$ cat src/rtl/kalman_pkg.sv
// Kalman scheduler shared types and constants.
// One-hot sequencer states, fixed-point defaults, slice helper.
package kalman_pkg;

  localparam int FRAC_DEF = 16;
  localparam int P_INIT = 1 << FRAC_DEF;

  typedef enum logic [3:0] {
    S_IDLE = 4'b0001,
    S_INIT = 4'b0010,
    S_FC   = 4'b0100,
    S_UP   = 4'b1000
  } state_t;

  function automatic int lo(input int ch, input int w);
    return ch * w;
  endfunction

endpackage

$ cat src/rtl/kalman_state_bank.sv
// Per-channel Kalman state bank: angle, bias and P 2x2.
// One write port, one combinational read port.
module kalman_state_bank
  import kalman_pkg::*;
#(
  parameter int NUM_CH = 2,
  parameter int DW = 32,
  parameter int FRAC = FRAC_DEF,
  parameter int CW = 1
) (
  input  logic          clk_in,
  input  logic          rst_n,
  input  logic [CW-1:0] wr_ch,
  input  logic          we,
  input  logic          bias_only,
  input  logic [DW-1:0] wr_angle,
  input  logic [DW-1:0] wr_bias,
  input  logic [DW-1:0] wr_p00,
  input  logic [DW-1:0] wr_p01,
  input  logic [DW-1:0] wr_p10,
  input  logic [DW-1:0] wr_p11,
  input  logic [CW-1:0] rd_ch,
  output logic [DW-1:0] rd_angle,
  output logic [DW-1:0] rd_bias,
  output logic [DW-1:0] rd_p00,
  output logic [DW-1:0] rd_p01,
  output logic [DW-1:0] rd_p10,
  output logic [DW-1:0] rd_p11
);

  localparam logic [DW-1:0] P_ONE = DW'(1) << FRAC;

  logic [DW-1:0] angle_q [NUM_CH];
  logic [DW-1:0] bias_q  [NUM_CH];
  logic [DW-1:0] p00_q   [NUM_CH];
  logic [DW-1:0] p01_q   [NUM_CH];
  logic [DW-1:0] p10_q   [NUM_CH];
  logic [DW-1:0] p11_q   [NUM_CH];

  always_ff @(posedge clk_in or negedge rst_n) begin
    if (!rst_n) begin
      for (int i = 0; i < NUM_CH; i++) begin
        angle_q[i] <= '0;
        bias_q[i]  <= '0;
        p00_q[i]   <= P_ONE;
        p01_q[i]   <= '0;
        p10_q[i]   <= '0;
        p11_q[i]   <= P_ONE;
      end
    end else if (we) begin
      bias_q[wr_ch] <= wr_bias;
      if (!bias_only) begin
        angle_q[wr_ch] <= wr_angle;
        p00_q[wr_ch]   <= wr_p00;
        p01_q[wr_ch]   <= wr_p01;
        p10_q[wr_ch]   <= wr_p10;
        p11_q[wr_ch]   <= wr_p11;
      end
    end
  end

  assign rd_angle = angle_q[rd_ch];
  assign rd_bias  = bias_q[rd_ch];
  assign rd_p00   = p00_q[rd_ch];
  assign rd_p01   = p01_q[rd_ch];
  assign rd_p10   = p10_q[rd_ch];
  assign rd_p11   = p11_q[rd_ch];

endmodule

$ cat src/rtl/kalman_axis_scheduler.sv
// N-channel Kalman sequencer feeding a shared forecast/update datapath.
// Owns the FSM, step watchdog, overrun and deferred-calibration logic.
module kalman_axis_scheduler
  import kalman_pkg::*;
#(
  parameter int NUM_CH = 2,
  parameter int DW = 32,
  parameter int FRAC = FRAC_DEF,
  parameter int BIAS_W = 16,
  parameter int BIAS_RECIP = 1998,
  parameter int TIMEOUT = 1023,
  localparam int CW = (NUM_CH > 1) ? $clog2(NUM_CH) : 1
) (
  input  logic                     clk_in,
  input  logic                     rst_n,
  input  logic [NUM_CH*DW-1:0]     meas_angle_in,
  input  logic [NUM_CH*DW-1:0]     gyro_in,
  input  logic                     sample_vld_in,
  input  logic [NUM_CH*BIAS_W-1:0] gyro_bias_in,
  input  logic                     calib_done_in,
  input  logic                     forecast_done_in,
  input  logic                     update_done_in,
  input  logic [DW-1:0]            angle_t_in,
  input  logic [DW-1:0]            bias_t_in,
  input  logic [DW-1:0]            P_0_0_t_in,
  input  logic [DW-1:0]            P_0_1_t_in,
  input  logic [DW-1:0]            P_1_0_t_in,
  input  logic [DW-1:0]            P_1_1_t_in,
  input  logic                     err_clr_in,
  output logic                     forecast_en_out,
  output logic                     update_en_out,
  output logic [CW-1:0]            ch_out,
  output logic [DW-1:0]            gyro_out,
  output logic [DW-1:0]            new_angle_out,
  output logic [DW-1:0]            angle_t_1_out,
  output logic [DW-1:0]            bias_t_1_out,
  output logic [DW-1:0]            P_0_0_t_1_out,
  output logic [DW-1:0]            P_0_1_t_1_out,
  output logic [DW-1:0]            P_1_0_t_1_out,
  output logic [DW-1:0]            P_1_1_t_1_out,
  output logic [DW-1:0]            angle_opt_out,
  output logic                     opt_vld_out,
  output logic [CW-1:0]            opt_ch_out,
  output logic                     busy_out,
  output logic                     err_timeout_out,
  output logic                     err_overrun_out
);

  localparam int WW = $clog2(TIMEOUT + 1);
  localparam int PW = DW + BIAS_W + 1;
  localparam logic [DW-1:0] P_ONE = DW'(1) << FRAC;
  localparam logic [CW-1:0] LAST = CW'(NUM_CH - 1);
  localparam logic [WW-1:0] WD_MAX = WW'(TIMEOUT - 1);

  state_t state, state_nx;
  logic [CW-1:0] ch, ch_nx;
  logic [WW-1:0] wd;
  logic [NUM_CH*DW-1:0] meas_q, gyro_q;
  logic [NUM_CH*BIAS_W-1:0] cal_bias, pend_bias;
  logic cal_pend;
  logic cal_go, smp_go, smp_drop, fc_go;
  logic commit, to_evt, adv, last, wd_hit;
  logic bank_we, bias_only, load_xp;
  logic signed [PW-1:0] raw_x;
  logic [DW-1:0] bias_cal, wr_bias;
  logic [DW-1:0] rd_angle, rd_bias;
  logic [DW-1:0] rd_p00, rd_p01, rd_p10, rd_p11;

  always_ff @(posedge clk_in or negedge rst_n) begin
    if (!rst_n) begin
      state <= S_IDLE;
      ch <= '0;
    end else begin
      state <= state_nx;
      ch <= ch_nx;
    end
  end

  always_comb begin
    state_nx = state;
    ch_nx = ch;
    cal_go = 1'b0;
    smp_go = 1'b0;
    fc_go = 1'b0;
    commit = 1'b0;
    to_evt = 1'b0;
    bank_we = 1'b0;
    bias_only = 1'b0;
    last = (ch == LAST);
    wd_hit = (wd == WD_MAX);
    unique case (1'b1)
      (state == S_IDLE): begin
        if (calib_done_in || cal_pend) begin
          cal_go = 1'b1;
          state_nx = S_INIT;
          ch_nx = '0;
        end else if (sample_vld_in) begin
          smp_go = 1'b1;
          state_nx = S_FC;
          ch_nx = '0;
        end
      end
      (state == S_INIT): begin
        bank_we = 1'b1;
        bias_only = 1'b1;
        ch_nx = last ? '0 : ch + 1'b1;
        if (last) state_nx = S_IDLE;
      end
      (state == S_FC): begin
        if (forecast_done_in) begin
          fc_go = 1'b1;
          state_nx = S_UP;
        end else if (wd_hit) begin
          to_evt = 1'b1;
        end
      end
      (state == S_UP): begin
        if (update_done_in) begin
          commit = 1'b1;
          bank_we = 1'b1;
        end else if (wd_hit) begin
          to_evt = 1'b1;
        end
      end
      default: ;
    endcase
    adv = commit || to_evt;
    if (adv) begin
      ch_nx = last ? '0 : ch + 1'b1;
      state_nx = last ? S_IDLE : S_FC;
    end
  end

  assign smp_drop = sample_vld_in && !smp_go;
  assign load_xp = smp_go || (adv && !last);

  // Sign-extend the raw LSB bias, scale to Q deg/s, keep the low DW bits.
  assign raw_x = PW'($signed(cal_bias[lo(int'(ch), BIAS_W) +: BIAS_W]));
  assign bias_cal = DW'(raw_x * PW'(BIAS_RECIP));
  assign wr_bias = bias_only ? bias_cal : bias_t_in;

  always_ff @(posedge clk_in or negedge rst_n) begin
    if (!rst_n) begin
      wd <= '0;
      meas_q <= '0;
      gyro_q <= '0;
      cal_bias <= '0;
      pend_bias <= '0;
      cal_pend <= 1'b0;
      gyro_out <= '0;
      new_angle_out <= '0;
      angle_t_1_out <= '0;
      bias_t_1_out <= '0;
      P_0_0_t_1_out <= P_ONE;
      P_0_1_t_1_out <= '0;
      P_1_0_t_1_out <= '0;
      P_1_1_t_1_out <= P_ONE;
      angle_opt_out <= '0;
      opt_vld_out <= 1'b0;
      opt_ch_out <= '0;
      err_timeout_out <= 1'b0;
      err_overrun_out <= 1'b0;
    end else begin
      opt_vld_out <= commit;
      if (smp_go || fc_go || load_xp) wd <= '0;
      else if (state == S_FC || state == S_UP) wd <= wd + 1'b1;
      else wd <= '0;
      if (smp_go) begin
        meas_q <= meas_angle_in;
        gyro_q <= gyro_in;
        gyro_out <= gyro_in[DW-1:0];
      end
      // A second calib while one is already queued is ignored.
      if (cal_go) begin
        cal_bias <= cal_pend ? pend_bias : gyro_bias_in;
        cal_pend <= 1'b0;
      end else if (calib_done_in && state != S_IDLE && !cal_pend) begin
        cal_pend <= 1'b1;
        pend_bias <= gyro_bias_in;
      end
      if (load_xp) begin
        angle_t_1_out <= rd_angle;
        bias_t_1_out <= rd_bias;
        P_0_0_t_1_out <= rd_p00;
        P_0_1_t_1_out <= rd_p01;
        P_1_0_t_1_out <= rd_p10;
        P_1_1_t_1_out <= rd_p11;
      end
      if (adv && !last)
        gyro_out <= gyro_q[lo(int'(ch_nx), DW) +: DW];
      if (fc_go)
        new_angle_out <= meas_q[lo(int'(ch), DW) +: DW];
      if (commit) begin
        angle_opt_out <= angle_t_in;
        opt_ch_out <= ch;
      end
      if (to_evt) err_timeout_out <= 1'b1;
      else if (err_clr_in) err_timeout_out <= 1'b0;
      if (smp_drop) err_overrun_out <= 1'b1;
      else if (err_clr_in) err_overrun_out <= 1'b0;
    end
  end

  assign forecast_en_out = (state == S_FC);
  assign update_en_out = (state == S_UP);
  assign busy_out = (state != S_IDLE);
  assign ch_out = ch;

  kalman_state_bank #(
    .NUM_CH(NUM_CH),
    .DW(DW),
    .FRAC(FRAC),
    .CW(CW)
  ) u_bank (
    .clk_in(clk_in),
    .rst_n(rst_n),
    .wr_ch(ch),
    .we(bank_we),
    .bias_only(bias_only),
    .wr_angle(angle_t_in),
    .wr_bias(wr_bias),
    .wr_p00(P_0_0_t_in),
    .wr_p01(P_0_1_t_in),
    .wr_p10(P_1_0_t_in),
    .wr_p11(P_1_1_t_in),
    .rd_ch(ch_nx),
    .rd_angle(rd_angle),
    .rd_bias(rd_bias),
    .rd_p00(rd_p00),
    .rd_p01(rd_p01),
    .rd_p10(rd_p10),
    .rd_p11(rd_p11)
  );

endmodule

$ cat config.mk
export PLATFORM = sky130hd
export DESIGN_NAME = kalman_axis_scheduler
export DESIGN_NICKNAME = d
export VERILOG_FILES = /design/src/rtl/kalman_pkg.sv /design/src/rtl/kalman_state_bank.sv /design/src/rtl/kalman_axis_scheduler.sv
export SDC_FILE = /design/constraint.sdc
export NUM_CORES = 2
export LEC_CHECK = 0
export BUFFER_PORTS_ARGS = -buffer_cell sky130_fd_sc_hd__buf_4
export CORE_MARGIN = 3
export CORE_UTILIZATION = 40
export DETAILED_ROUTE_END_ITERATION = 12
export GPL_TIMING_DRIVEN = 0
export SYNTH_ARGS = -nofsm -noshare
export SYNTH_HDL_FRONTEND = slang
export SYNTH_SLANG_ARGS = --single-unit
$ cat constraint.sdc
create_clock -name clk_in -period 7.7 [get_ports clk_in]
set_input_delay 0 -clock clk_in [delete_from_list [all_inputs] [get_ports clk_in]]
set_output_delay 0 -clock clk_in [all_outputs]
set_load 0.02 [all_outputs]
==> out/metrics.csv <==
metric,value,unit
post-synthesis sequential area ratio,54.6,%
final net count,5951,
routed via count,33878,
Max Clock Skew,0.0219,ns
share of cells above drive strength 1,18.1,%
drt total wl,135000,um
leakage power,28.1,nW
Tmin final,7.22,ns
Syn Area/Cell,9.06,sq um
CORE AREA,0.0959,sq mm
Worst VDD drop,0.000217,V
Die Ht,318,um
Post-Synth XOR/XNOR Area,0.987,%
Worst setup SP type,flop,
clk slew on worst S/H paths,0.06,ns
setup TNS,0,ns
Synth-to-Final Area Change,34.8,%
syn nets,4827,
Routed Antenna Nets,0,
Worst Path Required,8.20,ns
Commonest cells post-synth,"nand2_1, dfrtp_1, a21oi_1",
TritonCTS clock tree,yes,
worst setup path class,reg -> reg,
hold slack,0.0653,ns
synth top area cells,"dfrtp_1, nand2_1, a21oi_1, fa_1, mux2i_1",
Worst Path Max Fanout,10,
largest net degree at the start of global routing,105,
"FFs w/ async S/R, synth",100,%
WL/cell,19.9,um
Post-Syn Instances,4310,
Detail Placement HPWL,97000,um
# rows,113,
Num CTS Buffers,94,
main combinational cell family by area after synthesis,simple AND/OR/NAND/NOR gates,
CTS H-Tree Depth,3,
antenna violations before repair,12,
final setup margin,0.476,ns
Main synth FF type,dfrtp_1,
status,"complete, no violations",
Post-synth EDFFs,0,
Post-Syn Area,0.0391,sq mm
max cap viols,0,
Worst-Margin Slew,1.16,ns
filler cell count in the final layout,8738,
GR Overflow Total,0,
# DRC,0,
Synth Warn #,0,
"area leader, netlist",dfrtp_1,
vias in the first global route,34458,
CTS root buf,clkbuf_16,
Yosys cell types,66,
Simple-Gate Fraction of Synth Area,20.0,%
CTS Buffer Depth,3,
Starting Density,40.7,%
"Hold Violations, Final",0,
Synth Area in Adders,6.56,%
vias per cell,4.99,
final setup fails,0,
pre-CTS setup slack,-0.423,ns
GRT Total Usage,26.2,%
CTS sink count,852,
Power Density,233,mW/mm^2
element type at the critical path end,flop,
max_slew headroom,22.5,%
share of the synthesized area in the top cell type,54.1,%
DR iter-0 viols,2698,
Worst EP arrival,7.72,ns
clock insertion delay at the later pin of the skew report,0.67,ns
compound-gate portion of the synthesized area,9.17,%
RSZ-0062 raised after global routing,false,
# port buffers,654,
die width,318,um
most frequent cell after synthesis,nand2_1,
Min-Delay Path Class,in -> reg,
Boundary Pins,655,
Max Clock Freq,138,MHz
post-synthesis register bit count,852,
final period utilization,93.8,%
Post-CTS Setup Bufs,0,
1st-pass router iterations,6,
first-pass GRT wire length,208000,um
GP Congestion,0.888,
mux contribution to synthesized area,4.02,%
Slew Limit Fails,0,
Total Die Area,0.101,sq mm
stage by stage:
stage	cell area (sq um)	power, mW	util [%]	cells
finish	52700	12.3	54.9	6783
global route	52600	13.0	54.9	6776
CTS	52600	12.3	54.9	6769
detailed placement	45800	7.59	47.8	6239
global placement	45500	7.55	47.5	6229
floorplan	39100	6.71	-	4310
repair_timing:
action                                 in CTS  in global routing
cloned                                      0                  0
endpoints found under the hold margin     959                  0
setup endpoints to repair                  18                 23
resized for setup                           5                  5
hold buffers                              364                  0
sequential cells by signal, summed over array words and instances, names as in the netlist, 4 cells and up:
signal / count
P_1_0_t_1_out: 32
gyro_out: 32
state: 4
P_0_0_t_1_out: 32
cal_bias: 32
bias_t_1_out: 32
u_bank.bias_q: 64
P_0_1_t_1_out: 32
u_bank.p10_q: 64
P_1_1_t_1_out: 32
meas_q: 64
angle_opt_out: 32
wd: 10
u_bank.p11_q: 64
gyro_q: 32
pend_bias: 32
u_bank.angle_q: 64
new_angle_out: 32
u_bank.p01_q: 64
angle_t_1_out: 32
u_bank.p00_q: 64
logic make-up after synthesis:
| logic type | Yosys count |
|---|---|
| simple gates | 2035 |
| flops | 852 |
| compound gates | 660 |
| buf+inv | 408 |
| fa+ha+maj | 158 |
| mux | 152 |
| xor+xnor | 44 |
| other cells | 1 |
power by group:
group / switching [mW] / total, mW / internal, mW / leakage (nW)
logic: 1.86 / 3.18 / 1.33 / 14.9
clock network: 1.88 / 4.56 / 2.68 / 1.55
registers: 0.0184 / 4.53 / 4.51 / 11.7
per-layer routing:
| metal | wire length (um) | track usage, % |
|---|---|---|
| met1 | 57700 | 34.5 |
| met2 | 64300 | 43.6 |
| met3 | 8750 | 5.74 |
| met4 | 4120 | 7.67 |
| met5 | 8 | 0 |
worst max-delay path, cell delays in order, from the launching register on:
cell	delay, ns
dfrtp_1	0.38
clkbuf_2	0.33
clkdlybuf4s15_2	0.51
clkbuf_4	0.41
mux2i_1	0.48
inv_1	0.26
ha_1	0.39
xor2_1	0.19
ha_1	0.20
a21o_1	0.17
fa_1	0.42
fa_1	0.51
inv_1	0.05
fa_1	0.49
inv_1	0.05
ha_1	0.26
buf_2	0.18
a21oi_2	0.21
o211ai_1	0.13
a31oi_1	0.38
a31oi_1	0.19
o22ai_1	0.23
xor2_2	0.44
o221ai_1	0.18
placed cells by master, fill, tap and decap left out, drive strengths merged, types with 9 or more instances in the layout:
cell type and count:
nand2 1705, dfrtp 845, buf 785, a21oi 451, dlygate4sd3 363, nor2 268, clkbuf 261, inv 160
o21ai 118, mux2i 112, ha 80, fa 78, mux2 40, clkinv 24, xnor2 23, xor2 21
o221ai 18, a21o 16, diode 14, and2 9, nand4 9, nand3 9
final cells by class:
cell class	count	area [sq um]	share of cell area [%]
flip-flops and latches	852	21300	40.5
clock inverters	34	359	0.682
multi-input cells	3050	15900	30.3
clock buffers	132	2750	5.22
well taps	1265	1580	3.01
inverters	158	593	1.13
plain buffers	250	1230	2.33
diodes	14	35.0	0.0665
repair buffers	1028	8840	16.8
final timing paths:
kind | slack (ns) | cells past startpoint | from | end
min | 0.07 | 4 | meas_angle_in[1] | meas_q[1]
min in group asynchronous | 0.50 | 3 | rst_n | P_0_0_t_1_out[16]
max reg2reg | 0.48 | 23 | ch_out | u_bank.bias_q[63]
min reg2reg | 0.46 | 2 | u_bank.p00_q[16] | u_bank.p00_q[16]
max in group asynchronous | 5.35 | 7 | rst_n | gyro_out[22]
max | 0.48 | 23 | ch_out | u_bank.bias_q[63]
Power figures use the tool's default switching activity.
